[config.mk]
export PLATFORM = sky130hd
export DESIGN_NAME = rng_arbiter
export DESIGN_NICKNAME = d
export VERILOG_FILES = /design/src/rtl/rng_arbiter.sv
export SDC_FILE = /design/constraint.sdc
export NUM_CORES = 1
export LEC_CHECK = 0
export ABC_AREA = 1
export BUFFER_PORTS_ARGS = -buffer_cell sky130_fd_sc_hd__buf_2
export CORE_ASPECT_RATIO = 0.8
export CORE_MARGIN = 2
export CORE_UTILIZATION = 55
export DETAILED_ROUTE_END_ITERATION = 16
export MAX_ROUTING_LAYER = met4
export PLACE_DENSITY = 0.74
export SLEW_MARGIN = 20
export SYNTH_ARGS = -nofsm -noshare
export SYNTH_HDL_FRONTEND = slang
export SYNTH_SLANG_ARGS = --single-unit
[constraint.sdc]
create_clock -name clk -period 18.7 [get_ports clk]
set_input_delay 3.74 -clock clk [delete_from_list [all_inputs] [get_ports clk]]
set_output_delay 3.74 -clock clk [all_outputs]
set_load 0.05 [all_outputs]
[src/rtl/rng_arbiter.sv]
// rng_arbiter: round-robin access to one shared xorshift128 generator,
// with shadowed reseeding, zero-seed guard and warm-up discard.
module rng_arbiter #(
    parameter int N_REQ        = 4,
    parameter int WARMUP_STEPS = 16
) (
    input  logic             clk,
    input  logic             rst,
    input  logic [N_REQ-1:0] req,
    output logic [N_REQ-1:0] gnt,
    output logic [31:0]      rnd_data,
    output logic             rnd_valid,
    input  logic             seed_we,
    input  logic [1:0]       seed_addr,
    input  logic [31:0]      seed_data,
    input  logic             seed_commit,
    output logic             busy
);
    localparam int PW = (N_REQ > 1) ? $clog2(N_REQ) : 1;
    localparam logic [31:0] DEF_X = 32'd123456789;
    localparam logic [31:0] DEF_Y = 32'd362436069;
    localparam logic [31:0] DEF_Z = 32'd521288629;
    localparam logic [31:0] DEF_W = 32'd88675123;
    localparam logic [7:0] WCNT = 8'(WARMUP_STEPS);
    localparam bit NO_WARM = (WARMUP_STEPS == 0);

    typedef enum logic [1:0] {RUN, SEED, WARMUP} state_t;

    state_t state;
    logic [31:0] x, y, z, w;
    logic [31:0] sh [4];
    logic [31:0] shm [4];
    logic [PW-1:0] ptr;
    logic [7:0] cnt;
    logic [31:0] t, nw;
    logic seed_zero;
    logic pick_ok;
    logic [PW-1:0] pick, pick_nxt;
    logic [N_REQ-1:0] pick_oh;

    // next generator word from the live state
    always_comb begin
        t  = x ^ (x << 11);
        nw = w ^ (w >> 19) ^ t ^ (t >> 8);
    end

    // shadow view with this cycle's write merged in, so write+commit lands first
    always_comb begin
        for (int i = 0; i < 4; i++) begin
            shm[i] = (seed_we && seed_addr == 2'(i)) ? seed_data : sh[i];
        end
        seed_zero = ((shm[0] | shm[1] | shm[2] | shm[3]) == 32'd0);
    end

    // round-robin pick: first requester at or above the pointer, wrapping
    always_comb begin
        pick_ok = 1'b0;
        pick    = '0;
        for (int k = 0; k < N_REQ; k++) begin
            if (!pick_ok && req[(int'(ptr) + k) % N_REQ]) begin
                pick_ok = 1'b1;
                pick    = PW'((int'(ptr) + k) % N_REQ);
            end
        end
        pick_nxt = (int'(pick) == N_REQ - 1) ? '0 : pick + PW'(1);
        pick_oh = '0;
        pick_oh[pick] = 1'b1;
    end

    // sequencer: grants in RUN, shadow writes/commit in SEED, discard in WARMUP
    always_ff @(posedge clk or posedge rst) begin
        if (rst) begin
            state     <= RUN;
            x         <= DEF_X;
            y         <= DEF_Y;
            z         <= DEF_Z;
            w         <= DEF_W;
            sh[0]     <= DEF_X;
            sh[1]     <= DEF_Y;
            sh[2]     <= DEF_Z;
            sh[3]     <= DEF_W;
            ptr       <= '0;
            cnt       <= '0;
            gnt       <= '0;
            rnd_data  <= '0;
            rnd_valid <= 1'b0;
            busy      <= 1'b0;
        end else begin
            gnt       <= '0;
            rnd_valid <= 1'b0;
            unique case (state)
                RUN: begin
                    if (seed_we) begin
                        sh[seed_addr] <= seed_data;
                        state         <= SEED;
                        busy          <= 1'b1;
                    end else if (seed_commit) begin
                        x     <= shm[0];
                        y     <= shm[1];
                        z     <= shm[2];
                        w     <= seed_zero ? DEF_W : shm[3];
                        cnt   <= WCNT;
                        state <= NO_WARM ? RUN : WARMUP;
                        busy  <= !NO_WARM;
                    end else if (pick_ok) begin
                        x         <= y;
                        y         <= z;
                        z         <= w;
                        w         <= nw;
                        gnt       <= pick_oh;
                        rnd_data  <= nw;
                        rnd_valid <= 1'b1;
                        ptr       <= pick_nxt;
                    end
                end
                SEED: begin
                    if (seed_we) begin
                        sh[seed_addr] <= seed_data;
                    end
                    if (seed_commit) begin
                        x     <= shm[0];
                        y     <= shm[1];
                        z     <= shm[2];
                        w     <= seed_zero ? DEF_W : shm[3];
                        cnt   <= WCNT;
                        state <= NO_WARM ? RUN : WARMUP;
                        busy  <= !NO_WARM;
                    end
                end
                WARMUP: begin
                    x   <= y;
                    y   <= z;
                    z   <= w;
                    w   <= nw;
                    cnt <= cnt - 8'd1;
                    if (cnt <= 8'd1) begin
                        state <= RUN;
                        busy  <= 1'b0;
                    end
                end
                default: begin
                    state <= RUN;
                    busy  <= 1'b0;
                end
            endcase
        end
    end

endmodule

==> results.toml, run 1 <==
[run_status]
status = "completed"

[drt]
drtIter0Drc = 2308
num_vias = 17800
via_per_inst = 5.97
first_pass_iters = 6
drtAntennaViolNets = 0
routedWlPerCell_um = 20.9
route.detailed.drc = 0
routed_wl_um = 62300

[min_path]
hp-class = "reg2reg"
hold-path-cell-count = 2

[timing]
fin_hold_ws_ns = 0.476
relSlewSlack_pct = 31.4
fin_crit_sh_pct = 37.7
fin_setup_tns_ns = 0
drv_slew = 0
fin_skew_ns = 0.0104
rsz0062_at_grt = "false"
min_period_ns = 7.04
tightest_slew_ns = 1.03
hold_violations = 0
max_freq_mhz = 142
setup_ws_ns = 11.66
finalSetupViolCount = 0

[placed_design]
numPortBuffers = 79
globalplace.congestion = 1.02
dp_hpwl_um = 41800
pre_cts_ws_ns = 11.28

[global_routing]
grt_use_met3_pct = 6.98
use_met1_pct = 48.3
grt_max_degree = 113
use_met2_pct = 54.1
grt_pass1_wl_um = 98000
grt-ovfl-total = 0
antenna_found_initial = 0
grt_usage_pct = 37.2
grt-busiest-layer = "met2"
grt_pass1_vias = 16900

[cells_and_area]
drive_gt1_share_pct = 11.8
syn_to_final_growth_pct = 9.21
fin_nets = 2578
layout_commonest_cell = "nand2_1"
diodes = 0
final_cell_mix = "nand2_1 (866), inv_1 (303), o21ai_0 (225)"
nFillCells = 3021

[setup_path]
crit_family = "simple AND/OR/NAND/NOR gates"
cp_max_fo = 36
crit_type = "in2reg"
crit_arrival_ns = 7.53
cp_num_buf_inv = 3
path_cells = "buf_2, nor2_2, buf_4, nand2_2, o21ai_0, nand2_1, nor2_1, nand2_1, nor2_1, nand2_1, nor2_1, nand2_1, nand2_1, nand2_1, nand3_1, nand2_1, inv_1"
critPathMostFrequentCell = "nand2_1"
crit_path_end_kind = "register"
critPathRequiredTime_ns = 19.19
cp_slowest_cell = "o21ai_0"
cp.depth = 17
critical_path.startpoint_type = "input pin"
crit_path_max_incr_delay_ns = 0.74
ff2ff_path_depth = 12

[logic_synthesis]
synth_nets = 2600
syn-cell-area_um2 = 18300
yosys.cell_types.count = 38
synth-seq-cells = 306
synth_edf_count = 0
synthFlopType = "dfrtp_1"
synthTopCellsByArea = "dfrtp_1 (25%), nand2_1 (18%), dfstp_2 (18%), inv_1 (6.2%), o21ai_0 (6.2%)"
synth_top_area_share_pct = 25.2
synth_cells = 2549
syn_area_per_cell_um2 = 7.16
synthArstFlopShare_pct = 100
ys.warnings.count = 0
synth_top_cell_by_area = "dfrtp_1"
ys_seq_area_share_pct = 42.8

[clock_network]
cts_tree = "done"
clk_pin_slew_ns = 0.06
clk_latency_ns = 0.54
htreeDepth = 2
cts_resized = 0
cts-buffers-inserted = 34
cts_root_buf = "clkbuf_16"
numClockSinks = 306
hold_buffers = 0
clk_path_buf_depth = 3
post-cts-setup-buffers = 0

[floorplanning]
num_rows = 59
start_util_pct = 56.0
pin_count = 80
die_h_um = 167
core_area_um2 = 32600
die_area_um2 = 34700
dieWidth_um = 208

[job]
drv_cap = 0

[power_and_ir_drop]
irDropWorstVdd_mv = 0.153
powerDensity_nw_per_um2 = 236
p_leak_nw = 9.98
==> through the flow <==
stage | cells | area (um2) | power [mW] | utilization [%]
after CTS | 2979 | 19900 | 4.64 | 61.0
after detailed placement | 2917 | 18700 | 3.89 | 57.3
final | 2980 | 19900 | 4.71 | 61.1
after global placement | 2917 | 18700 | 3.84 | 57.3
after global routing | 2980 | 19900 | 5.03 | 61.1
after floorplan | 2549 | 18300 | 3.15 | -
==> layer usage <==
layer | wire [um] | share of wire [%] | vias to the layer above
met2 | 26900 | 43 | 1050
met1 | 24700 | 40 | 8335
met4 | 4420 | 7.1 | 0
li1 | - | - | 8171
met3 | 6290 | 10 | 245
met5 | 0 | 0 | -
==> worst paths after layout <==
kind / from / endpoint / slack (ns)
min reg2reg: rnd_data[4] / rnd_data[4] / 0.48
max reg2reg: state[1] / w[19] / 14.62
min: rnd_data[4] / rnd_data[4] / 0.48
max in group asynchronous: rst / z[15] / 13.92
max: seed_addr[0] / w[1] / 11.66
min in group asynchronous: rst / sh[48] / 3.33
==> cells in the mapped netlist (4+ instances only) <==
| cell | n |
|---|---|
| nand2_1 | 871 |
| inv_1 | 304 |
| o21ai_0 | 225 |
| dfrtp_1 | 184 |
| a21oi_1 | 146 |
| dfstp_2 | 122 |
| nor2_1 | 108 |
| o22ai_1 | 104 |
| clkbuf_1 | 98 |
| xnor2_1 | 47 |
| nand3_1 | 46 |
| xor2_1 | 44 |
| buf_2 | 41 |
| o31ai_1 | 35 |
| o21a_1 | 28 |
| o21ai_1 | 26 |
| a22oi_1 | 23 |
| nand4_1 | 18 |
| o221ai_1 | 17 |
| buf_4 | 9 |
| ha_1 | 9 |
| buf_1 | 6 |
| o2111ai_1 | 6 |
| a31oi_1 | 5 |
| or2_2 | 5 |
| inv_2 | 4 |
| nor3_1 | 4 |
==> tightest hold or removal path, delay by kind of cell (launching register included) <==
| kind | cells | cell delay [ns] |
|---|---|---|
| flops | 1 | 0.34 |
| simple gates | 2 | 0.10 |
==> cell families after synthesis <==
| family | count (synthesis) | share of synthesized area, % |
|---|---|---|
| flip-flops | 306 | 42.8 |
| buffers and inverters | 466 | 10.2 |
| adder cells (fa/ha/maj) | 9 | 0.617 |
| XOR/XNOR | 91 | 4.36 |
| AO/OA/AOI/OAI | 617 | 19.3 |
| AND/OR/NAND/NOR | 1060 | 22.7 |
==> report_power, final <==
part / total [mW] / leakage [nW] / switching, mW / internal, mW
registers: 1.37 / 3.58 / 0.277 / 1.09
logic: 2.61 / 5.83 / 1.79 / 0.824
clock network: 0.728 / 0.579 / 0.289 / 0.439
==> sequential cells by signal, indices dropped and copies added, names as in the netlist <==
signal	cells
z	32
y	32
sh	128
cnt	8
w	32
gnt	4
state	2
rnd_valid	1
busy	1
ptr	2
x	32
rnd_data	32
==> final cells by class <==
| cell class | instances | area, um2 | share of cell area, % |
|---|---|---|---|
| multi-input combinational | 1777 | 8670 | 43.5 |
| clock buffer | 48 | 987 | 4.95 |
| sequential | 306 | 7810 | 39.2 |
| timing repair buffer | 99 | 573 | 2.87 |
| tap | 427 | 534 | 2.68 |
| clock inverter | 14 | 200 | 1.00 |
| inverter | 309 | 1170 | 5.85 |
Note: power is estimated with default switching activity, not from simulation.
==> inputs of run 2 (changes only) <==
Clock period 18.7 ns to 7.2 ns, I/O delays scaled along.
==> results.toml, run 2 (synthesized netlist as in run 1, its figures left out) <==
[min_path]
hp-class = "reg2reg"

[drt]
dr_wl_met3_um = 5510
routed_wl_um = 62500
route.detailed.drc = 0
via_per_inst = 5.93
drtAntennaViolNets = 0
dr_wl_met2_um = 27700
num_vias = 17700
routedWlPerCell_um = 21.0
drtIter0Drc = 2431
first_pass_iters = 6
top_layer_used = "met4"
met1Wirelength_um = 25200

[clock_network]
clk_latency_ns = 0.54
post-cts-setup-buffers = 0
clk_path_buf_depth = 3
cts_root_buf = "clkbuf_16"
cts_tree = "done"
cts-buffers-inserted = 35
clk_pin_slew_ns = 0.06
cts_resized = 0
hold_buffers = 0
numClockSinks = 306
htreeDepth = 2

[timing]
finalSetupViolCount = 0
fin_skew_ns = 0.0196
tightest_slew_ns = 1.10
relSlewSlack_pct = 26.4
rsz0062_at_grt = "false"
hold_violations = 0
fin_crit_sh_pct = 62.8
fin_setup_tns_ns = 0
min_period_ns = 4.52
drv_slew = 0
max_freq_mhz = 221

[global_routing]
grt_max_degree = 170
antenna_found_initial = 0
grt_usage_pct = 37.0
grt_pass1_vias = 16700
grt_pass1_wl_um = 97300
grt-ovfl-total = 0

[cells_and_area]
nFillCells = 3025
largest_reg_flops = 128
finalInstanceArea_um2 = 19900
multi_input_area_um2 = 8660
drive_gt1_share_pct = 11.9
diodes = 0
layout_commonest_cell = "nand2_1"
final-seq-area_um2 = 7810
final_cell_mix = "nand2_1 (866), inv_1 (303), o21ai_0 (225)"
regMostFlops = "sh"
syn_to_final_growth_pct = 9.08
fin_nets = 2580

[floorplanning]
num_rows = 59
pin_count = 80
die_h_um = 167
start_util_pct = 56.0
core_area_um2 = 32600
die_area_um2 = 34700
dieWidth_um = 208

[power_and_ir_drop]
power_switching_mw = 6.11
comb_power_share_pct = 55.4
irDropWorstVdd_mv = 0.433
switching_share_pct = 50.3
p_leak_nw = 9.95
intPower_mw = 6.03
p_seq_share_pct = 29.4
clkPwrFrac_pct = 15.2
powerDensity_nw_per_um2 = 609

[setup_path]
critPathRequiredTime_ns = 7.67
crit_path_end_kind = "register"
crit_arrival_ns = 4.99
cp_max_fo = 47
crit_type = "in2reg"
critical_path.startpoint_type = "input pin"

[run_status]
status = "completed"

[placed_design]
numPortBuffers = 79
dp_hpwl_um = 42100
globalplace.congestion = 0.982
place_area_um2 = 18700

[job]
drv_cap = 0
[run 2: cell types whose count changed in the layout (fill, tap and decap cells not counted), sizes merged]
cell and change:
clkinvlp +6, clkinv -6, clkbuf +2, bufinv -2
buf +1
[run 2: path summary, 6_finish.rpt]
kind                             start          end  slack, ns  cells after the start
max                            seed_we         w[1]       2.68                     16
min                        rnd_data[6]  rnd_data[6]       0.48                      2
max reg2reg                   state[1]        x[18]       3.16                     10
min reg2reg                rnd_data[6]  rnd_data[6]       0.48                      2
max in group asynchronous          rst       sh[35]       4.65                      4
min in group asynchronous          rst       sh[48]       1.06                      3
[run 2: metrics by stage]
step | total power [mW] | setup slack, ns | std cells | util [%] | hold WS (ns)
after global routing | 12.9 | 2.34 | 2981 | 61.1 | 0.492
after floorplan | 8.19 | 1.79 | 2549 | - | 0.453
after detailed placement | 10.1 | 2.28 | 2918 | 57.4 | 0.461
after global placement | 9.97 | 2.36 | 2918 | 57.4 | 0.463
after CTS | 12.0 | 2.80 | 2980 | 61.0 | 0.477
final | 12.1 | 2.68 | 2981 | 61.1 | 0.476
[run 2: area by class of cell]
cell class	instances	area share, %
Clock buffer	50	5.03
Sequential cell	306	39.2
Inverter	309	5.85
Tap cell	427	2.68
Timing Repair Buffer	100	2.96
Clock inverter	12	0.779
Multi-Input combinational cell	1777	43.5
[run 2: power groups by stage]
stage                     Clock (mW)  Combinational, mW  Sequential [mW]
after global routing            1.93               7.37             3.64
final                           1.85               6.73             3.57
after detailed placement           0               6.57             3.54
after CTS                       1.85               6.61             3.53
after global placement             0               6.45             3.51
after floorplan                    0               4.58             3.61
[run 2: worst max-delay path, cell delays in order]
cell and delay (ns):
buf_2 0.29, buf_4 0.32, nand3_2 0.80, o21ai_1 0.54
nand2_1 0.10, nor2_1 0.14, nand2_1 0.07, nor2_1 0.22
nand2_1 0.08, nor2_1 0.08, nand2_1 0.37, nand2_1 0.22
nand2_1 0.07, nand3_1 0.10, nand2_1 0.06, inv_1 0.05
[run 2: routing by layer]
metal | up-vias | GRT usage (%)
li1 | 8174 | -
met1 | 8393 | 48.4
met2 | 914 | 55.1
met3 | 210 | 5.37
met4 | 0 | 21.7
met5 | - | -
